[config.mk]
export PLATFORM = sky130hd
export DESIGN_NAME = alu
export DESIGN_NICKNAME = d
export VERILOG_FILES = /design/src/rtl/alu_pkg.sv /design/src/rtl/alu_comb.sv /design/src/rtl/alu.sv
export SDC_FILE = /design/constraint.sdc
export NUM_CORES = 1
export LEC_CHECK = 0
export ABC_CLOCK_PERIOD_IN_PS = 2300
export BUFFER_PORTS_ARGS = -buffer_cell sky130_fd_sc_hd__buf_2
export CORE_ASPECT_RATIO = 0.8
export CORE_UTILIZATION = 55
export DETAILED_ROUTE_END_ITERATION = 12
export PLACE_DENSITY = 0.81
export SKIP_LAST_GASP = 1
export SYNTH_ARGS = -nofsm -noshare
export SYNTH_HDL_FRONTEND = slang
export SYNTH_HIERARCHICAL = 1
export SYNTH_SLANG_ARGS = --single-unit
export TNS_END_PERCENT = 1
[constraint.sdc]
create_clock -name clk -period 2.3 [get_ports clk]
set_clock_uncertainty 0.05 [all_clocks]
set_input_delay 0.575 -clock clk [delete_from_list [all_inputs] [get_ports clk]]
set_output_delay 0.575 -clock clk [all_outputs]
set_load 0.02 [all_outputs]
[src/rtl/alu_pkg.sv]
// Shared ALU definitions: operation encoding and default datapath width.
package alu_pkg;

    localparam int ALU_WIDTH = 32;

    typedef enum logic [2:0] {
        ALU_ADD    = 3'd0,
        ALU_SUB    = 3'd1,
        ALU_AND    = 3'd2,
        ALU_OR     = 3'd3,
        ALU_SLT    = 3'd4,
        ALU_SLTU   = 3'd5,
        ALU_XOR    = 3'd6,
        ALU_PASS_B = 3'd7
    } alu_op_e;

endpackage

[src/rtl/alu_comb.sv]
// Combinational ALU datapath: result, zero/less-than flags and, with
// ALU_OVERFLOW_EN defined, signed overflow for ADD/SUB.
module alu_comb
    import alu_pkg::*;
#(
    parameter int WIDTH = ALU_WIDTH
) (
    input  logic [WIDTH-1:0] a,
    input  logic [WIDTH-1:0] b,
    input  logic [2:0]       control,
`ifdef ALU_OVERFLOW_EN
    output logic             ovf,
`endif
    output logic [WIDTH-1:0] res,
    output logic             zero,
    output logic             lt
);

    logic [WIDTH-1:0] sum;
    logic [WIDTH-1:0] diff;
    logic             ltu;

    assign sum  = a + b;
    assign diff = a - b;
    assign lt   = $signed(a) < $signed(b);
    assign ltu  = a < b;

    always_comb begin
        res = '0;
        case (alu_op_e'(control))
            ALU_ADD:    res = sum;
            ALU_SUB:    res = diff;
            ALU_AND:    res = a & b;
            ALU_OR:     res = a | b;
            ALU_SLT:    res = {{(WIDTH-1){1'b0}}, lt};
            ALU_SLTU:   res = {{(WIDTH-1){1'b0}}, ltu};
            ALU_XOR:    res = a ^ b;
            ALU_PASS_B: res = b;
            default:    res = '0;
        endcase
    end

    assign zero = (res == '0);

`ifdef ALU_OVERFLOW_EN
    // Overflow only when the operand signs allow it and the result sign flips.
    always_comb begin
        ovf = 1'b0;
        case (alu_op_e'(control))
            ALU_ADD: ovf = (a[WIDTH-1] == b[WIDTH-1]) && (sum[WIDTH-1]  != a[WIDTH-1]);
            ALU_SUB: ovf = (a[WIDTH-1] != b[WIDTH-1]) && (diff[WIDTH-1] != a[WIDTH-1]);
            default: ovf = 1'b0;
        endcase
    end
`endif

endmodule

[src/rtl/alu.sv]
// Registered 32-bit RISC-V ALU: one op per clock, 1-cycle latency.
// Optional overflow output enabled by defining ALU_OVERFLOW_EN.
module alu
    import alu_pkg::*;
#(
    parameter int WIDTH = ALU_WIDTH
) (
    input  logic             clk,
    input  logic             rst_n,
    input  logic             in_valid,
    input  logic [WIDTH-1:0] A,
    input  logic [WIDTH-1:0] B,
    input  logic [2:0]       control,
    output logic [WIDTH-1:0] out,
    output logic             Zero,
    output logic             LessThan,
`ifdef ALU_OVERFLOW_EN
    output logic             overflow,
`endif
    output logic             out_valid
);

    logic [WIDTH-1:0] res;
    logic             zero_c;
    logic             lt_c;
`ifdef ALU_OVERFLOW_EN
    logic             ovf_c;
`endif

    alu_comb #(.WIDTH(WIDTH)) u_comb (
        .a       (A),
        .b       (B),
        .control (control),
`ifdef ALU_OVERFLOW_EN
        .ovf     (ovf_c),
`endif
        .res     (res),
        .zero    (zero_c),
        .lt      (lt_c)
    );

    // Result/flags only load on a valid op; otherwise they hold.
    always_ff @(posedge clk or negedge rst_n) begin
        if (!rst_n) begin
            out      <= '0;
            Zero     <= 1'b1;
            LessThan <= 1'b0;
`ifdef ALU_OVERFLOW_EN
            overflow <= 1'b0;
`endif
        end else if (in_valid) begin
            out      <= res;
            Zero     <= zero_c;
            LessThan <= lt_c;
`ifdef ALU_OVERFLOW_EN
            overflow <= ovf_c;
`endif
        end
    end

    always_ff @(posedge clk or negedge rst_n) begin
        if (!rst_n) out_valid <= 1'b0;
        else        out_valid <= in_valid;
    end

endmodule

==> flow_summary.yaml, run 1 <==
synth:
  ys_seq_area_frac: 0.120
  ys_seq_elements: 35
  synth_edf_count: 0
  yosys_warnings: 6
  async_flop_share: 1.00
  synth_cell_types: 88
  ys.flop_type: "dfrtp_1"
  syn_inst: 942
  syn_avg_cell_area_um2: 7.76
  syn_nets: 1110
  netlist_area_um2: 7310
placement:
  dp_hpwl_mm: 25.1
  globalplace.congestion: 1.10
  portBuffers: 104
  placed_area_um2: 10700
grt:
  overflow: 7
  grt_max_degree: 36
  grt.total_usage: 0.750
  grt_antenna_before_repair: 12
clock_network:
  cts_buffers: 5
  cts.sinks: 35
  cts-root-buf: "clkbuf_16"
  clk_path_buf_depth: 2
  htree_levels: 2
outcome:
  status: "did not finish"
  tool.error: "[ERROR GRT-0232] Routing congestion too high. Check the congestion heatmap in the GUI."
  lastStage: "5_1_grt"
floorplan:
  io_pins: 105
  die_y_um: 105
  rows: 37
  fp.dieW_um: 131
  start_util: 0.566
sta:
  worst_endpoint: "Zero$_DFFE_PN1P_/D"
  worst-ep-kind: "register input"
routing by layer:
layer | GRT usage | overflow
met5 | 0.545 | 0
met4 | 0.612 | 3
met3 | 0.664 | 1
met2 | 0.834 | 2
met1 | 0.801 | 1
repair_timing:
action                     in CTS
gates resized for setup        11
hold buffers                    0
buffers inserted                6
setup endpoints to repair      33
pin swaps                      12
kinds of logic after synthesis:
family,count (synthesis),synth area share
flip-flops,35,0.120
AO/OA/AOI/OAI,310,0.286
adder cells (fa/ha/maj),98,0.170
multiplexers,69,0.147
AND/OR/NAND/NOR,247,0.164
buffers and inverters,169,0.0960
XOR/XNOR,14,0.0168
synth_stat cells (13+ instances only):
cell      number  share of area
a211oi_1      23          0.024
a21oi_1       82          0.056
clkbuf_1      32          0.016
dfrtp_1       34           0.12
ha_1          96           0.16
inv_1        109          0.056
mux2_4        30          0.062
mux2i_1       15          0.021
mux4_2        18          0.055
nand2_1       66          0.034
nand3_1       25          0.017
nor2_1        62          0.032
nor3_1        24          0.016
o21ai_0       48          0.033
o22ai_1       13          0.011
o31ai_1       20          0.021
stage by stage:
| step | util | setup WS [ps] | cells | TNS, ps |
|---|---|---|---|---|
| 2_1_floorplan | - | -2140 | 942 | -21870 |
| 3_3_place_gp | 0.830 | -2400 | 1550 | -37180 |
| 3_5_place_dp | 0.830 | -2640 | 1550 | -40210 |
| 4_1_cts | 0.850 | -2300 | 1564 | -33770 |
==> run 2, diff against run 1 <==
- CORE_ASPECT_RATIO: 0.8 -> not set
- CORE_UTILIZATION: 55 -> 40
- PLACE_DENSITY: 0.81 -> not set
- PLACE_DENSITY_LB_ADDON: not set -> 0.15
==> run 2 against run 1 <==
Effect of this change:
- the flow now finishes, with violations (negative setup slack)
- area after synthesis is the same
- synthesized cell count is the same
==> flow_summary.yaml, run 2 <==
placement:
  dp_hpwl_mm: 23.9
  globalplace.congestion: 0.979
  dp_slack_ps: -2500
  dp_cells: 1597
  placed_area_um2: 10700
  portBuffers: 104
sta:
  relSlewSlack: 0.450
  tns_ps: -33090
  finalHoldViolCount: 0
  setup-violations-final: 32
  tightest_slew_ps: 818
  slew_violations: 0
  min_period_ps: 4430
  setup_ws_ps: -2130
  max_freq_ghz: 0.226
  finalCritPeriodShare: 1.93
  rsz0062_at_grt: "yes"
synth:
  synth_top_family_by_area: "compound AO/OA/AOI/OAI gates"
  ys_seq_elements: 35
  ys.flop_type: "dfrtp_1"
  synth.area.mux_share: 0.147
  synth.most_common_cell: "inv_1"
  synth_edf_count: 0
  async_flop_share: 1.00
  yosys.area_share.simple: 0.164
  netlist_area_um2: 7310
  syn_inst: 942
  netlist_top_cells_count: "inv_1 (109), ha_1 (96), a21oi_1 (82), nand2_1 (66), nor2_1 (62)"
  syn_avg_cell_area_um2: 7.76
  ys_seq_area_frac: 0.120
  synth_compound_area_frac: 0.286
  synth_cell_types: 88
  yosys_warnings: 6
  yosysTopAreaCell: "ha_1"
  synthXorXnorAreaFrac: 0.0168
  synth-adder-area-share: 0.170
  synth_top_area_frac: 0.164
  yosys-top-cells-area: "ha_1 (16%), dfrtp_1 (12%), mux2_4 (6.2%), a21oi_1 (5.6%), inv_1 (5.6%)"
  syn_nets: 1110
routing:
  wl_per_cell_um: 17.6
  vias_per_cell: 5.50
  dr.pass1.iters: 5
  drt_iter0_markers: 644
  drt-total-wl_mm: 28.3
  ant_nets: 0
  vias: 8849
  drc: 0
grt:
  grt_antenna_before_repair: 0
  grt_max_degree: 36
  grt_pass1_vias: 8400
  met3_usage: 0.0309
  grt.total_usage: 0.305
  gr-usage-met1: 0.422
  overflow: 0
  globalRoute.busiestLayer: "met2"
  use_met2: 0.489
  grt_pass1_wl_mm: 44.5
flow_run:
  max_cap_viol_count: 0
power:
  p_int_mw: 2.64
  p_total_mw: 4.45
  ir_drop_uv: 679
  p_sw_mw: 1.81
  swShare: 0.406
  powerDensity_nw_per_um2: 406
  p_clk_frac: 0.156
  seqPwrFrac: 0.183
  p_leak_nw: 5.65
  p_comb_frac: 0.660
final_layout:
  instances_no_fill: 1608
  n_antenna_cell: 0
  mostFrequentLayoutCells: "buf_4 (374), inv_1 (108), buf_2 (104)"
  fillCellCount: 1669
  final_layout_size_suffix_gt1_frac: 0.421
  layout_commonest_cell: "buf_4"
  stdcell_area_um2: 11000
  largest_register_ffs: 32
  top_register: "out"
  nets: 1546
  syn_to_final_growth_pct: 50.0
floorplan:
  die_y_um: 137
  rows: 49
  die-area_um2: 18800
  core_region_area_um2: 18000
  io_pins: 105
  fp.dieW_um: 137
  start_util: 0.407
clock_network:
  clk_pin_slew_ps: 50
  cts_tree: "yes"
  htree_levels: 2
  clk_latency_ps: 270
  cts.sinks: 35
  cts_buffers: 5
  cts-root-buf: "clkbuf_16"
  clk_path_buf_depth: 2
  cts_hold_buf: 0
worst_setup_path:
  cp_max_fo: 3
  arrival_ps: 4600
  crit_path_end_kind: "flop"
  crit_required_ps: 2470
  start_kind: "input port"
  worst-setup-path-type: "in -> reg"
  rr_worst_depth: 1
outcome:
  violations: "negative setup slack"
  status: "complete, but fails checks"
hold_path:
  min_path_type: "in -> async"
==> run 2: cell counts after synthesis <==
No cell type changed its count.
==> run 2: through the flow <==
step                      hold WS [ps]   util
after floorplan                    229      -
after global placement             443  0.596
after detailed placement           447  0.596
after CTS                          349  0.607
after global routing               387  0.610
final                              320  0.610
==> run 2: layout make-up <==
| class | count | area [um2] | share of cell area |
|---|---|---|---|
| sequential | 35 | 877 | 0.0800 |
| inverter | 118 | 443 | 0.0404 |
| clock buffer | 8 | 156 | 0.0143 |
| timing repair buffer | 480 | 3370 | 0.307 |
| tap | 229 | 287 | 0.0261 |
| multi-input combinational | 738 | 5830 | 0.532 |
==> run 2: power by group through the flow <==
stage,sequential (mW),clock [mW],combinational (mW)
2_1_floorplan,0.948,0,1.34
5_1_grt,0.827,0.727,3.18
3_3_place_gp,0.821,0,2.85
4_1_cts,0.817,0.699,2.90
6_report,0.816,0.696,2.94
3_5_place_dp,0.822,0,2.87
==> run 2: logic make-up (layout without fill, tap and decap cells) <==
kind of cell    count (synthesis)  in the layout
compound gates                310            310
simple gates                  247            247
buf+inv                       169            606
fa+ha+maj                      98             98
mux                            69             69
flops                          35             35
xor+xnor                       14             14
==> run 2: final timing paths <==
path,to,startpoint,slack [ps]
worst max-delay path,Zero,A[0],-2130
worst min-delay path,out[3],rst_n,320
worst max register to register,out[18],out[18],1450
worst min register to register,out[31],out[31],460
max in group asynchronous,out[30],rst_n,1400
min in group clk,out[31],out[31],460
==> run 2: what timing repair did <==
action                     CTS  global route
setup endpoints to repair   32            32
resized for setup            4            12
setup buffers                2             1
pin swaps                    5            11
gates cloned                 0             0
==> run 2: critical path, cell delays in order <==
cell and delay [ps]:
buf_2 100, inv_2 50, ha_4 160, fa_2 390, o21ba_4 200, or4_4 480, a2111oi_4 420, nor3_2 100
o31ai_1 240, a21oi_1 110, xnor2_1 160, a2111o_1 380, or4_4 410, or4_1 420, and4bb_1 280, mux2_4 140
==> run 2: metal layers <==
metal  up-vias  routed length (um)  part of all wire
met4         0                 946             0.033
met1      4132               13100              0.46
met2       329               12600              0.44
met5         -                   0                 0
met3        58                1690             0.060
li1       4330                   -                 -
Power figures use the tool's default switching activity.
==> run 3, diff against run 2 <==
- ABC_CLOCK_PERIOD_IN_PS: 2300 -> not set
- RECOVER_POWER: not set -> 25
==> run 3 against run 2 <==
Effect of this change:
- the flow finishes with violations (max-capacitance violations, max-slew violations, negative setup slack)
- final area barely moved
- critical path depth did not move
- power barely moved
- critical path type unchanged
- via count rose by 0.19%
- clock power barely moved
- largest cell class unchanged
- global-route usage did not move
- routed wire length fell by 0.11%
==> flow_summary.yaml, run 3 (same netlist as run 2, synthesis figures left out) <==
clock_network:
  clk_latency_ps: 270
  cts.sinks: 35
  cts_buffers: 5
  cts_hold_buf: 0
  htree_levels: 2
  clk_path_buf_depth: 2
  clk_pin_slew_ps: 50
  cts_tree: "yes"
  cts-root-buf: "clkbuf_16"
final_layout:
  mostFrequentLayoutCells: "buf_4 (374), inv_1 (108), buf_2 (102)"
  syn_to_final_growth_pct: 50.0
  largest_register_ffs: 32
  final_layout_size_suffix_gt1_frac: 0.420
  nets: 1546
  top_register: "out"
  n_antenna_cell: 0
  layout_commonest_cell: "buf_4"
routing:
  wl_per_cell_um: 17.6
  drt-total-wl_mm: 28.3
  drt_iter0_markers: 642
  vias: 8866
  dr.pass1.iters: 5
  vias_per_cell: 5.51
  drc: 0
  ant_nets: 0
sta:
  finalCritPeriodShare: 1.93
  setup_ws_ps: -2130
  finalHoldViolCount: 0
  max_freq_ghz: 0.226
  min_period_ps: 4430
  slew_violations: 36
  setup-violations-final: 32
  tightest_slew_ps: 1810
  rsz0062_at_grt: "yes"
  relSlewSlack: -0.207
  whs_ps: 463
grt:
  grt_pass1_wl_mm: 44.5
  grt.total_usage: 0.305
  grt_antenna_before_repair: 0
  grt_pass1_vias: 8400
  grt_max_degree: 36
  overflow: 0
worst_setup_path:
  arrival_ps: 4600
  worst-path-buf-inv: 2
  crit_slowest_cell: "or4_4"
  crit_required_ps: 2470
  crit_path_end_kind: "flop"
  worst-setup-path-type: "in -> reg"
  start_kind: "input port"
  cp_max_fo: 3
  cp_cell_sequence: "buf_2 -> inv_2 -> ha_4 -> fa_2 -> o21ba_4 -> or4_4 -> a2111oi_4 -> nor3_2 -> o31ai_1 -> a21oi_1 -> xnor2_1 -> a2111o_1 -> or4_4 -> or4_1 -> and4bb_1 -> mux2_4"
  crit_family: "simple AND/OR/NAND/NOR gates"
  slowest_delay_ps: 480
  cpMostUsedCell: "or4_4"
flow_run:
  max_cap_viol_count: 1
power:
  ir_drop_uv: 679
  powerDensity_nw_per_um2: 406
  p_leak_nw: 5.65
  p_total_mw: 4.45
placement:
  dp_hpwl_mm: 23.9
  portBuffers: 104
  globalplace.congestion: 0.979
hold_path:
  min_path_type: "reg -> reg"
floorplan:
  io_pins: 105
  rows: 49
  fp.dieW_um: 137
  core_region_area_um2: 18000
  die-area_um2: 18800
  die_y_um: 137
  start_util: 0.407
outcome:
  violations: "max-capacitance violations, max-slew violations, negative setup slack"
  status: "complete, but fails checks"
## run 3: metal layers
metal / global-route usage / part of all wire / vias to the layer above / wire [um]
met5: 0 / 0 / - / 0
met4: 0.109 / 0.033 / 0 / 947
met3: 0.0309 / 0.060 / 58 / 1710
met2: 0.489 / 0.44 / 331 / 12600
met1: 0.422 / 0.46 / 4146 / 13000
li1: - / - / 4331 / -
## run 3: cell type report
cell class | instances | area [um2]
fill | 1669 | 7000
tap | 229 | 287
timing repair buffer | 480 | 3370
multi-input combinational | 738 | 5830
sequential | 35 | 877
clock buffer | 8 | 156
inverter | 118 | 443
## run 3: where the power goes
part           switching [mW]  total, mW  internal [mW]
registers              0.0819      0.816          0.734
logic                    1.49       2.94           1.45
clock network           0.236      0.696          0.460
total                    1.81       4.45           2.64
## run 3: path summary, 6_finish.rpt
check | startpoint | endpoint | slack [ps] | cells after the start
max reg2reg | out[18] | out[18] | 1450 | 1
min | out[31] | out[31] | 460 | 1
max | A[0] | Zero | -2130 | 16
min in group asynchronous | rst_n | out[3] | 730 | 1
max in group asynchronous | rst_n | out[30] | 420 | 1
min reg2reg | out[31] | out[31] | 460 | 1
## run 3: per-stage QoR
| step | setup TNS, ps | area [um2] | worst slack, ps | cells | util |
|---|---|---|---|---|---|
| after floorplan | -21870 | 7340 | -2140 | 942 | - |
| after CTS | -33290 | 10900 | -2210 | 1607 | 0.607 |
| after detailed placement | -42380 | 10700 | -2500 | 1597 | 0.596 |
| after global routing | -37260 | 11000 | -2280 | 1608 | 0.610 |
| after global placement | -41070 | 10700 | -2390 | 1597 | 0.596 |
| final | -33090 | 11000 | -2130 | 1608 | 0.610 |
## run 3: what timing repair did
item,in CTS,in global routing
resized for setup,4,12
pin swaps,5,11
hold endpoints to repair,0,0
setup endpoints to repair,32,32
setup buffers,2,1
cloned,0,0
==> run 4, diff against run 3 <==
- CORE_UTILIZATION: 40 -> 62
- SETUP_SLACK_MARGIN: not set -> 0.5
==> run 4 against run 3 <==
Effect of this change:
- the run now fails in 5_1_grt
- area after synthesis unchanged
- synthesized cell count unchanged
==> flow_summary.yaml, run 4 <==
outcome:
  status: "did not finish"
  lastStage: "5_1_grt"
  tool.error: "[ERROR GRT-0116] Global routing finished with congestion. Check the congestion regions in the DRC Viewer."
grt:
  grt_pass1_wl_mm: 92.5
  grt_pass1_vias: 14500
  grt_max_degree: 36
  grt.total_usage: 0.979
  overflow: 659
synth:
  ys_seq_area_frac: 0.120
  synth_top_area_frac: 0.164
  yosys_warnings: 6
  ys_seq_elements: 35
  netlist_area_um2: 7310
  yosys-top-cells-area: "ha_1 (16%), dfrtp_1 (12%), mux2_4 (6.2%), a21oi_1 (5.6%), inv_1 (5.6%)"
  syn_avg_cell_area_um2: 7.76
  ys.flop_type: "dfrtp_1"
  async_flop_share: 1.00
  netlist_top_cells_count: "inv_1 (109), ha_1 (96), a21oi_1 (82), nand2_1 (66), nor2_1 (62)"
  syn_inst: 942
  syn_nets: 1110
  synth_edf_count: 0
  synth.most_common_cell: "inv_1"
  yosysTopAreaCell: "ha_1"
  synth_cell_types: 88
placement:
  dp_hpwl_mm: 27.6
  portBuffers: 104
  globalplace.congestion: 1.15
clock_network:
  cts_hold_buf: 0
  cts_buffers: 5
  cts-root-buf: "clkbuf_16"
  cts.sinks: 35
  clk_path_buf_depth: 2
  htree_levels: 2
floorplan:
  die_y_um: 111
  start_util: 0.637
  io_pins: 105
  fp.dieW_um: 111
  rows: 39
## run 4: cell counts after synthesis
No cell type changed its count.
## run 4: timing repair
item / 4_1_cts
setup endpoints to repair: 34
gates resized for setup: 24
pin swaps: 16
buffers inserted: 10
## run 4: kinds of logic after synthesis
group	count (synthesis)	synth area share
buf+inv	169	0.0960
fa+ha+maj	98	0.170
flops	35	0.120
compound gates	310	0.286
xor+xnor	14	0.0168
mux	69	0.147
simple gates	247	0.164
## run 4: per-stage QoR
step | hold WS, ps | instance area, um2 | setup WS, ps | instances
after floorplan | 229 | 7340 | -2140 | 942
after global placement | 438 | 10700 | -2370 | 1520
after detailed placement | 444 | 10700 | -2730 | 1520
after CTS | 346 | 11000 | -2320 | 1538
## run 4: per-layer routing
metal  track usage  overflow
met5         0.700         1
met4          1.06       165
met3         0.832        16
met2          1.17       465
met1         0.904        12
